[src/rtl/req_sched_pkg.sv]
// req_sched shared package: parameter defaults and elaboration-time helpers.
package req_sched_pkg;

   localparam int REQ_WIDTH = 8;
   localparam int REQ_N_W   = 4;
   localparam int REQ_CNT_W = 16;

   function automatic int clog2(input int v);
      int r;
      r = 0;
      while ((1 << r) < v) r++;
      return r;
   endfunction

   // Legal request width, and every request index must fit the operand.
   function automatic bit fits(input int width, input int n_w);
      return (width >= 2) && (width <= 16) && (n_w < 31)
         && (width <= (1 << n_w));
   endfunction

   localparam bit REQ_CFG_OK = fits(REQ_WIDTH, REQ_N_W);

endpackage

[src/rtl/req_sched_if.sv]
// Request side and grant side of the scheduler, plus its status taps.
interface req_sched_if #(
   parameter int WIDTH = 8,
   parameter int N_W   = 4,
   parameter int CNT_W = 16
) ();

   logic             req_valid;
   logic [WIDTH-1:0] req_in;
   logic             out_valid;
   logic             out_ready;
   logic [N_W-1:0]   out_n;
   logic [WIDTH-1:0] pending;
   logic [CNT_W-1:0] grant_cnt;
   logic             dropped;

   modport master (
      output req_valid, req_in, out_ready,
      input  out_valid, out_n, pending, grant_cnt, dropped
   );

   modport slave (
      input  req_valid, req_in, out_ready,
      output out_valid, out_n, pending, grant_cnt, dropped
   );

endinterface

[src/rtl/req_sched_prio_enc_n.sv]
// WIDTH-to-index priority encoder; the highest set bit wins.
module prio_enc_n
   import req_sched_pkg::*;
#(
   parameter int WIDTH = REQ_WIDTH,
   parameter int IW    = (clog2(WIDTH) < 1) ? 1 : clog2(WIDTH)
) (
   input  logic [WIDTH-1:0] req,
   output logic [IW-1:0]    idx,
   output logic             any
);

   // Ascending scan so the last hit, the highest index, sticks.
   always_comb begin
      idx = '0;
      any = 1'b0;
      for (int i = 0; i < WIDTH; i++) begin
         if (req[i]) begin
            idx = IW'(i);
            any = 1'b1;
         end
      end
   end

endmodule

[src/rtl/req_sched.sv]
// Pending-bitmap request scheduler feeding one index per handshake downstream.
module req_sched
   import req_sched_pkg::*;
#(
   parameter int WIDTH = REQ_WIDTH,
   parameter int N_W   = REQ_N_W,
   parameter int CNT_W = REQ_CNT_W
) (
   input  logic       clk,
   input  logic       reset,
   req_sched_if.slave bus
);

   localparam int SEL_W = (clog2(WIDTH) < 1) ? 1 : clog2(WIDTH);

   if (!fits(WIDTH, N_W)) begin : g_cfg_err
      $error("req_sched: need 2 <= WIDTH <= 16 and WIDTH <= 2**N_W");
   end

   logic [WIDTH-1:0] pending_q, pending_d;
   logic             out_valid_q, out_valid_d;
   logic [N_W-1:0]   out_n_q, out_n_d;
   logic [CNT_W-1:0] cnt_q, cnt_d;
   logic             dropped_q, dropped_d;

   logic [SEL_W-1:0] sel;
   logic             sel_any;
   logic             load;
   logic             fire;
   logic [WIDTH-1:0] clr_mask;
   logic [WIDTH-1:0] req_m;

   prio_enc_n #(
      .WIDTH (WIDTH),
      .IW    (SEL_W)
   ) u_enc (
      .req (pending_q),
      .idx (sel),
      .any (sel_any)
   );

   assign fire  = out_valid_q & bus.out_ready;
   assign load  = sel_any & (~out_valid_q | bus.out_ready);
   assign req_m = bus.req_valid ? bus.req_in : '0;

   always_comb begin
      clr_mask = '0;
      if (load) clr_mask[sel] = 1'b1;
   end

   // Sets are OR'd in after the clear, so a same-cycle set wins.
   always_comb begin
      pending_d   = (pending_q & ~clr_mask) | req_m;
      dropped_d   = dropped_q | (|(req_m & pending_q & ~clr_mask));
      cnt_d       = cnt_q + CNT_W'(fire);
      out_valid_d = out_valid_q;
      out_n_d     = out_n_q;
      if (load) begin
         out_valid_d = 1'b1;
         out_n_d     = N_W'(sel);
      end else if (fire) begin
         out_valid_d = 1'b0;
      end
   end

   always_ff @(posedge clk) begin
      if (reset) begin
         pending_q   <= '0;
         out_valid_q <= 1'b0;
         out_n_q     <= '0;
         cnt_q       <= '0;
         dropped_q   <= 1'b0;
      end else begin
         pending_q   <= pending_d;
         out_valid_q <= out_valid_d;
         out_n_q     <= out_n_d;
         cnt_q       <= cnt_d;
         dropped_q   <= dropped_d;
      end
   end

   assign bus.pending   = pending_q;
   assign bus.out_valid = out_valid_q;
   assign bus.out_n     = out_n_q;
   assign bus.grant_cnt = cnt_q;
   assign bus.dropped   = dropped_q;

endmodule
[src/flat_wrapper.sv]
// flat-port wrapper written by rule: the top's interface ports become plain ports
module req_sched_flat import req_sched_pkg::*;
#(
   parameter int WIDTH = REQ_WIDTH,
   parameter int N_W   = REQ_N_W,
   parameter int CNT_W = REQ_CNT_W
)
  (clk, reset, bus_req_valid, bus_req_in, bus_out_ready, bus_out_valid, bus_out_n, bus_pending, bus_grant_cnt, bus_dropped);
  req_sched_if #(.WIDTH(WIDTH), .N_W(N_W), .CNT_W(CNT_W)) bus_i ();
  input  logic clk;
  input  logic reset;
  input wire logic [$bits(bus_i.req_valid)-1:0] bus_req_valid;
  input wire logic [$bits(bus_i.req_in)-1:0] bus_req_in;
  input wire logic [$bits(bus_i.out_ready)-1:0] bus_out_ready;
  output wire logic [$bits(bus_i.out_valid)-1:0] bus_out_valid;
  output wire logic [$bits(bus_i.out_n)-1:0] bus_out_n;
  output wire logic [$bits(bus_i.pending)-1:0] bus_pending;
  output wire logic [$bits(bus_i.grant_cnt)-1:0] bus_grant_cnt;
  output wire logic [$bits(bus_i.dropped)-1:0] bus_dropped;
  assign bus_i.req_valid = bus_req_valid;
  assign bus_i.req_in = bus_req_in;
  assign bus_i.out_ready = bus_out_ready;
  assign bus_out_valid = bus_i.out_valid;
  assign bus_out_n = bus_i.out_n;
  assign bus_pending = bus_i.pending;
  assign bus_grant_cnt = bus_i.grant_cnt;
  assign bus_dropped = bus_i.dropped;
  req_sched #(.WIDTH(WIDTH), .N_W(N_W), .CNT_W(CNT_W)) u_core (.clk(clk), .reset(reset), .bus(bus_i));
endmodule
[config.mk]
export PLATFORM = sky130hd
export DESIGN_NAME = req_sched_flat
export DESIGN_NICKNAME = d
export VERILOG_FILES = /design/src/rtl/req_sched_pkg.sv /design/src/rtl/req_sched_if.sv /design/src/rtl/req_sched_prio_enc_n.sv /design/src/rtl/req_sched.sv /design/src/flat_wrapper.sv
export SDC_FILE = /design/constraint.sdc
export NUM_CORES = 1
export LEC_CHECK = 0
export ABC_AREA = 1
export BUFFER_PORTS_ARGS = -buffer_cell sky130_fd_sc_hd__clkbuf_2
export CORE_AREA = 2 2 49 74
export DETAILED_ROUTE_END_ITERATION = 16
export DIE_AREA = 0 0 51 76
export PLACE_DENSITY = 0.79
export SLEW_MARGIN = 10
export SYNTH_ARGS = -nofsm -noshare
export SYNTH_HDL_FRONTEND = slang
export SYNTH_SLANG_ARGS = --single-unit
[constraint.sdc]
create_clock -name clk -period 1.55 [get_ports clk]
set_input_delay 0.2325 -clock clk [delete_from_list [all_inputs] [get_ports clk]]
set_output_delay 0.2325 -clock clk [all_outputs]
set_load 0.01 [all_outputs]
==> results.json, run 1 <==
{
  "ys_seq_elements": 29,
  "r2r_cells": 13,
  "final_util_pct": 61.7,
  "met3_length_um": 192,
  "dieWidth_um": 51,
  "wl_met2_um": 2120,
  "antenna_cells": 0,
  "num_vias": 1537,
  "rsz0062_at_grt": "yes",
  "synth_top_area_cell": "dfxtp_1",
  "fin_ws_ps": -59.5,
  "clk_latency_ps": 280,
  "clockRootBuffer": "clkbuf_8",
  "r2r_end": "u_core.bus.grant_cnt[12]",
  "regArea_um2": 601,
  "grt_pass1_vias": 1498,
  "layout_common_cells": "42 x nand2_1, 40 x clkbuf_2, 22 x nor2_1, 21 x inv_1, 21 x dfxtp_1",
  "crit_slowest_cell": "dfxtp_2",
  "die_y_um": 76,
  "overflow": 0,
  "place_hpwl_um": 2700,
  "io_pins": 42,
  "drv_cap": 0,
  "ys_warn_count": 0,
  "min_path_type": "input pin to flip-flop",
  "clock_path_buffers": 2,
  "skew_ps": 4.30,
  "routed.top_layer": "met4",
  "area_growth_syn_to_layout_pct": 40.6,
  "cp_num_buf_inv": 1,
  "clk_pin_slew_ps": 60,
  "antenna_found_initial": 0,
  "cp-start-kind": "flip-flop",
  "drc": 0,
  "dp.cells": 292,
  "status": "finished, violations left",
  "yosysUniqueCellTypes": 26,
  "hold_viol": 0,
  "core_area_um2": 3290,
  "r2r-start": "u_core.bus.out_valid",
  "mostFrequentLayoutCell": "nand2_1",
  "drive_gt1_share_pct": 42.0,
  "max_stage_delay_ps": 340,
  "drv_slew": 0,
  "nFillCells": 324,
  "nNetsFinal": 278,
  "timing.fmax_ghz": 0.621,
  "place_ws_ps": -113,
  "violations": "negative setup slack",
  "multi_input_area_um2": 840,
  "syn-cell-area_um2": 1440,
  "hold_depth": 3,
  "critPathMaxFanout": 3,
  "cp_num_cells": 13,
  "min_to": "u_core.bus.pending[5]",
  "drtIter0Drc": 42,
  "min_period_over_period_pct": 104,
  "start_util_pct": 43.9,
  "syn_avg_cell_area_um2": 7.10,
  "cts_tree": "yes",
  "power.density_nw_per_um2": 881,
  "numPortBuffers": 40,
  "worstSetupPathType": "flip-flop to flip-flop",
  "postRouteAntennaNets": 0,
  "h-tree-depth": 2,
  "grt_max_degree": 18,
  "gp_congestion": 0.836,
  "seq_area_frac_synth_pct": 40.3,
  "worst_ir_drop_vdd_mv": 0.657,
  "numCtsBuffers": 5,
  "synth_top_area_share_pct": 40.3,
  "crit_family": "simple AND/OR/NAND/NOR gates",
  "firstDrtPassIters": 6,
  "routed_wl_um": 3870,
  "arrival_ps": 1790,
  "p_leak_uw": 0.000925,
  "met1_length_um": 1360,
  "postSynthCellCount": 203,
  "num_rows": 26,
  "worstPathCellList": "nand2_2 -> inv_2 -> ha_4 -> ha_4 -> nand2_4 -> nor2_4 -> nand3_4 -> nor2_4 -> nand3_2 -> nor2_2 -> nand3_1 -> nand2_1 -> nor2_1",
  "die_area_um2": 3880,
  "setup_viol": 1,
  "min_from": "bus_req_in[5]",
  "grt_pass1_wl_um": 6310,
  "required_ps": 1730,
  "wl_per_cell_um": 12.6,
  "crit_path_end_kind": "flip-flop",
  "syn-num-nets": 217,
  "via_per_inst": 5.02,
  "min_period_ps": 1610,
  "finalNonFillerCells": 306,
  "grt_usage_pct": 21.3,
  "cts_sinks": 29,
  "r2r_slack_ps": -60,
  "synth.area.top_cells": "dfxtp_1 40%, nand2_1 13%, a21oi_1 7.3%, nor2_1 6.8%, inv_1 6.3%"
}
metal layers:
metal  GRT usage (%)  vias up
met5               0        -
met4            12.7        0
met3            5.88       18
met2            37.1       51
met1            21.5      705
li1                -      763
what timing repair did:
action	4_1_cts	5_1_grt
pin swaps	4	8
hold buffers	0	0
setup buffers	3	4
endpoints found under the setup margin	6	11
gates resized for setup	5	31
synthesized netlist by cell type:
| master | count |
|---|---|
| xor2_1 | 2 |
| nor2_4 | 4 |
| nand3_1 | 9 |
| clkbuf_1 | 3 |
| conb_1 | 1 |
| nor2_8 | 1 |
| nor2_1 | 26 |
| nand4_1 | 4 |
| ha_1 | 2 |
| a21oi_2 | 1 |
| buf_4 | 2 |
| nor3_1 | 3 |
| dfxtp_1 | 29 |
| inv_2 | 2 |
| o21ai_0 | 7 |
| inv_1 | 24 |
| nand2_2 | 1 |
| nand2_4 | 1 |
| a21oi_1 | 21 |
| nand3b_1 | 1 |
| o21a_1 | 1 |
| nor2_2 | 4 |
| a211oi_1 | 1 |
| nand3_2 | 4 |
| a311oi_1 | 1 |
| nand2_1 | 48 |
final cells by class:
class / count / share of cell area [%]
Clock buffer: 7 / 4.26
Inverter: 26 / 5.19
Multi-Input combinational cell: 143 / 41.4
Sequential cell: 29 / 29.6
Tap cell: 42 / 2.59
Timing Repair Buffer: 59 / 16.9
worst register-to-register path, stage by stage (launching register included):
cell     delay (ps)
dfxtp_2         340
nand2_2          50
inv_2            60
ha_4            130
ha_4            140
nand2_4          60
nor2_4          120
nand3_4         100
nor2_4          120
nand3_2         100
nor2_2          110
nand3_1          80
nand2_1          60
nor2_1           40
state kept, by name, indices dropped and copies added, names as in the netlist:
register and flops:
u_core.bus.out_valid 1, u_core.bus.pending 8, u_core.bus.grant_cnt 16, u_core.bus.dropped 1, u_core.bus.out_n 3
through the flow:
| stage | power [uW] | area [um^2] | setup TNS (ps) | hold WS [ps] |
|---|---|---|---|---|
| 2_1_floorplan | 1020 | 1470 | -56.5 | 395 |
| 3_5_place_dp | 1120 | 1780 | -370 | 455 |
| 6_report | 1790 | 2030 | -59.5 | 194 |
| 3_3_place_gp | 1120 | 1780 | -91.8 | 452 |
| 5_1_grt | 1870 | 2030 | -916 | 208 |
| 4_1_cts | 1770 | 1920 | -134 | 192 |
worst max-delay path by stage:
stage / to / slack, ps / startpoint
CTS: u_core.bus.grant_cnt[12] / -100 / u_core.bus.out_valid
global route: u_core.bus.grant_cnt[14] / -170 / u_core.bus.out_valid
finish: u_core.bus.grant_cnt[12] / -60 / u_core.bus.out_valid
detailed placement: u_core.bus.grant_cnt[12] / -110 / bus_out_ready
floorplan: u_core.bus.grant_cnt[12] / -60 / u_core.bus.out_valid
global placement: u_core.bus.grant_cnt[12] / -60 / bus_out_ready
power by group:
part / internal [uW] / switching (uW) / total, uW
Combinational: 137 / 205 / 343
Clock: 351 / 278 / 629
Sequential: 781 / 33.3 / 815
kinds of logic after synthesis:
logic type	Yosys count	synth area share, %
DFF	29	40.3
other	1	0.260
xor gates and xnor gates	2	1.22
AOI/OAI and AO/OA	32	12.0
and+or+nand+nor	106	35.9
buffers and inverters	31	8.59
adders and majority gates	2	1.74
Note: power is estimated with default switching activity, not from simulation.
==> run 2, diff against run 1 <==
Settings changed: CELL_PAD_IN_SITES_DETAIL_PLACEMENT set to 1, CELL_PAD_IN_SITES_GLOBAL_PLACEMENT set to 1, CORE_AREA 2 2 49 74 to 2 2 58 88, DIE_AREA 0 0 51 76 to 0 0 60 90, HOLD_SLACK_MARGIN set to 0.15.
==> run 2 against run 1 <==
  * The run still ends with negative setup slack left
  * Die area grew 39%
  * Clock power shrank 4.5%
  * Fmax shrank 2.0%
  * Worst setup slack lost 32 ps
  * Count of clock-buffer cells in the layout shrank 1
  * Register-to-register slack lost 30 ps
  * Non-clock buffer count grew 3
  * Cell count grew 9.2%
  * Critical endpoint is now u_core.bus.grant_cnt[13]
  * Largest power group unchanged
  * Highest routed layer unchanged
==> results.json, run 2 (synthesized netlist as in run 1, its figures left out) <==
{
  "status": "finished, violations left",
  "violations": "negative setup slack",
  "p_leak_uw": 0.000942,
  "drc": 0,
  "numPortBuffers": 40,
  "fin_setup_tns_ps": -421,
  "cp-start-kind": "flip-flop",
  "min_period_ps": 1640,
  "die_area_um2": 5400,
  "grt_usage_pct": 16.4,
  "place_area_um2": 1830,
  "skew_ps": 5.54,
  "layout_common_cells": "43 x nand2_1, 40 x clkbuf_2, 25 x nor2_1, 23 x inv_1, 23 x dfxtp_1",
  "cts_sinks": 29,
  "clockRootBuffer": "clkbuf_8",
  "crit_family": "simple AND/OR/NAND/NOR gates",
  "max_stage_delay_ps": 330,
  "dieWidth_um": 60,
  "clock_path_buffers": 2,
  "min_path_type": "input pin to flip-flop",
  "area_growth_syn_to_layout_pct": 42.6,
  "critPathMaxFanout": 5,
  "start_util_pct": 30.7,
  "grt_pass1_wl_um": 6720,
  "overflow": 0,
  "required_ps": 1720,
  "hold_buffers": 0,
  "nNetsFinal": 281,
  "p_comb_share_pct": 19.4,
  "grt_pass1_vias": 1532,
  "mostFrequentLayoutCell": "nand2_1",
  "worst_ir_drop_vdd_mv": 0.448,
  "cts_tree": "yes",
  "rsz0062_at_grt": "yes",
  "worstPathCellList": "nand2_2 -> inv_2 -> ha_4 -> buf_4 -> buf_6 -> nand3_4 -> nor2_4 -> nand2_2 -> nor2_4 -> nand4_1 -> o21ai_0 -> a21oi_1",
  "place_hpwl_um": 3200,
  "timing.fmax_ghz": 0.609,
  "worstSetupPathType": "flip-flop to flip-flop",
  "min_period_over_period_pct": 106,
  "setup_viol": 9,
  "cp_num_buf_inv": 3,
  "crit_slowest_cell": "dfxtp_2",
  "hold_viol": 0,
  "wl_per_cell_um": 12.3,
  "seqPwrFrac_pct": 46.3,
  "drive_gt1_share_pct": 39.9,
  "core_area_um2": 4690,
  "antenna_cells": 0,
  "largest_reg_flops": 16,
  "die_y_um": 90,
  "clk_latency_ps": 280,
  "drv_cap": 0,
  "firstDrtPassIters": 4,
  "io_pins": 42,
  "drv_slew": 0,
  "p_int_uw": 1240,
  "h-tree-depth": 2,
  "via_per_inst": 4.55,
  "gp_congestion": 0.836,
  "antenna_found_initial": 0,
  "clk_pin_slew_ps": 60,
  "place_ws_ps": -164,
  "drtIter0Drc": 21,
  "routed_wl_um": 4120,
  "numCtsBuffers": 5,
  "num_rows": 31,
  "p_clk_share_pct": 34.3,
  "design_area_um2": 2060,
  "arrival_ps": 1820,
  "switching_share_pct": 29.5,
  "grt_max_degree": 18,
  "power.switching_uw": 517,
  "crit_path_end_kind": "flip-flop",
  "fin_ws_ps": -92.0,
  "postRouteAntennaNets": 0,
  "power.density_nw_per_um2": 852,
  "whs_ps": 195,
  "num_vias": 1520
}
-- run 2: cell count changes in the layout (fill, tap and decap cells not counted), moves of 2 or more --
cell	delta
o21ai_1	-3
dfxtp_2	+2
clkinv_2	+2
dfxtp_4	-4
nor2_2	-3
dfxtp_1	+2
o21ai_2	+2
clkinvlp_4	-2
buf_6	+3
nor2_1	+3
inv_1	+2
-- run 2: final cells by class --
type / instances / area, um^2
inverters: 26 / 97.6
fillers: 610 / 2640
multi-input cells: 143 / 828
well taps: 66 / 82.6
flip-flops and latches: 29 / 588
repair buffers: 62 / 377
clock buffers: 6 / 72.6
clock inverters: 2 / 10.0
-- run 2: what timing repair did --
| item | 4_1_cts | 5_1_grt |
|---|---|---|
| resized for setup | 8 | 18 |
| pin swaps | 4 | 8 |
| endpoints found under the setup margin | 5 | 11 |
| setup buffers | 4 | 4 |
| hold endpoints to repair | 0 | 0 |
-- run 2: path summary, 6_finish.rpt --
kind	from	to	slack, ps	cells past startpoint
worst max-delay path	u_core.bus.out_valid	u_core.bus.grant_cnt[13]	-90	12
worst min-delay path	bus_req_in[5]	u_core.bus.pending[5]	190	3
worst max register to register	u_core.bus.out_valid	u_core.bus.grant_cnt[13]	-90	12
worst min register to register	u_core.bus.out_n[2]	u_core.bus.out_n[2]	460	2
-- run 2: power groups by stage --
stage               Clock, uW  Sequential, uW  Combinational [uW]
finish                    601             811                 340
global route              671             814                 382
CTS                       623             810                 333
detailed placement          0             825                 326
global placement            0             824                 316
floorplan                   0             842                 183
-- run 2: through the flow --
step / total power (uW) / std cells / utilization (%)
detailed placement: 1150 / 318 / 38.9
global route: 1870 / 334 / 43.8
global placement: 1140 / 318 / 38.9
CTS: 1770 / 330 / 41.9
finish: 1750 / 334 / 43.8
floorplan: 1020 / 203 / -
-- run 2: routing by layer --
layer	share of wire (%)	global-route usage, %
met5	0	0
met4	2.3	7.04
met3	3.3	3.74
met2	58	30.6
met1	37	16.0
-- run 2: worst min-delay path: cells and delay by family --
family	cells	cell delay, ps
AO/OA/AOI/OAI	1	60
buffers and inverters	1	80
AND/OR/NAND/NOR	1	70
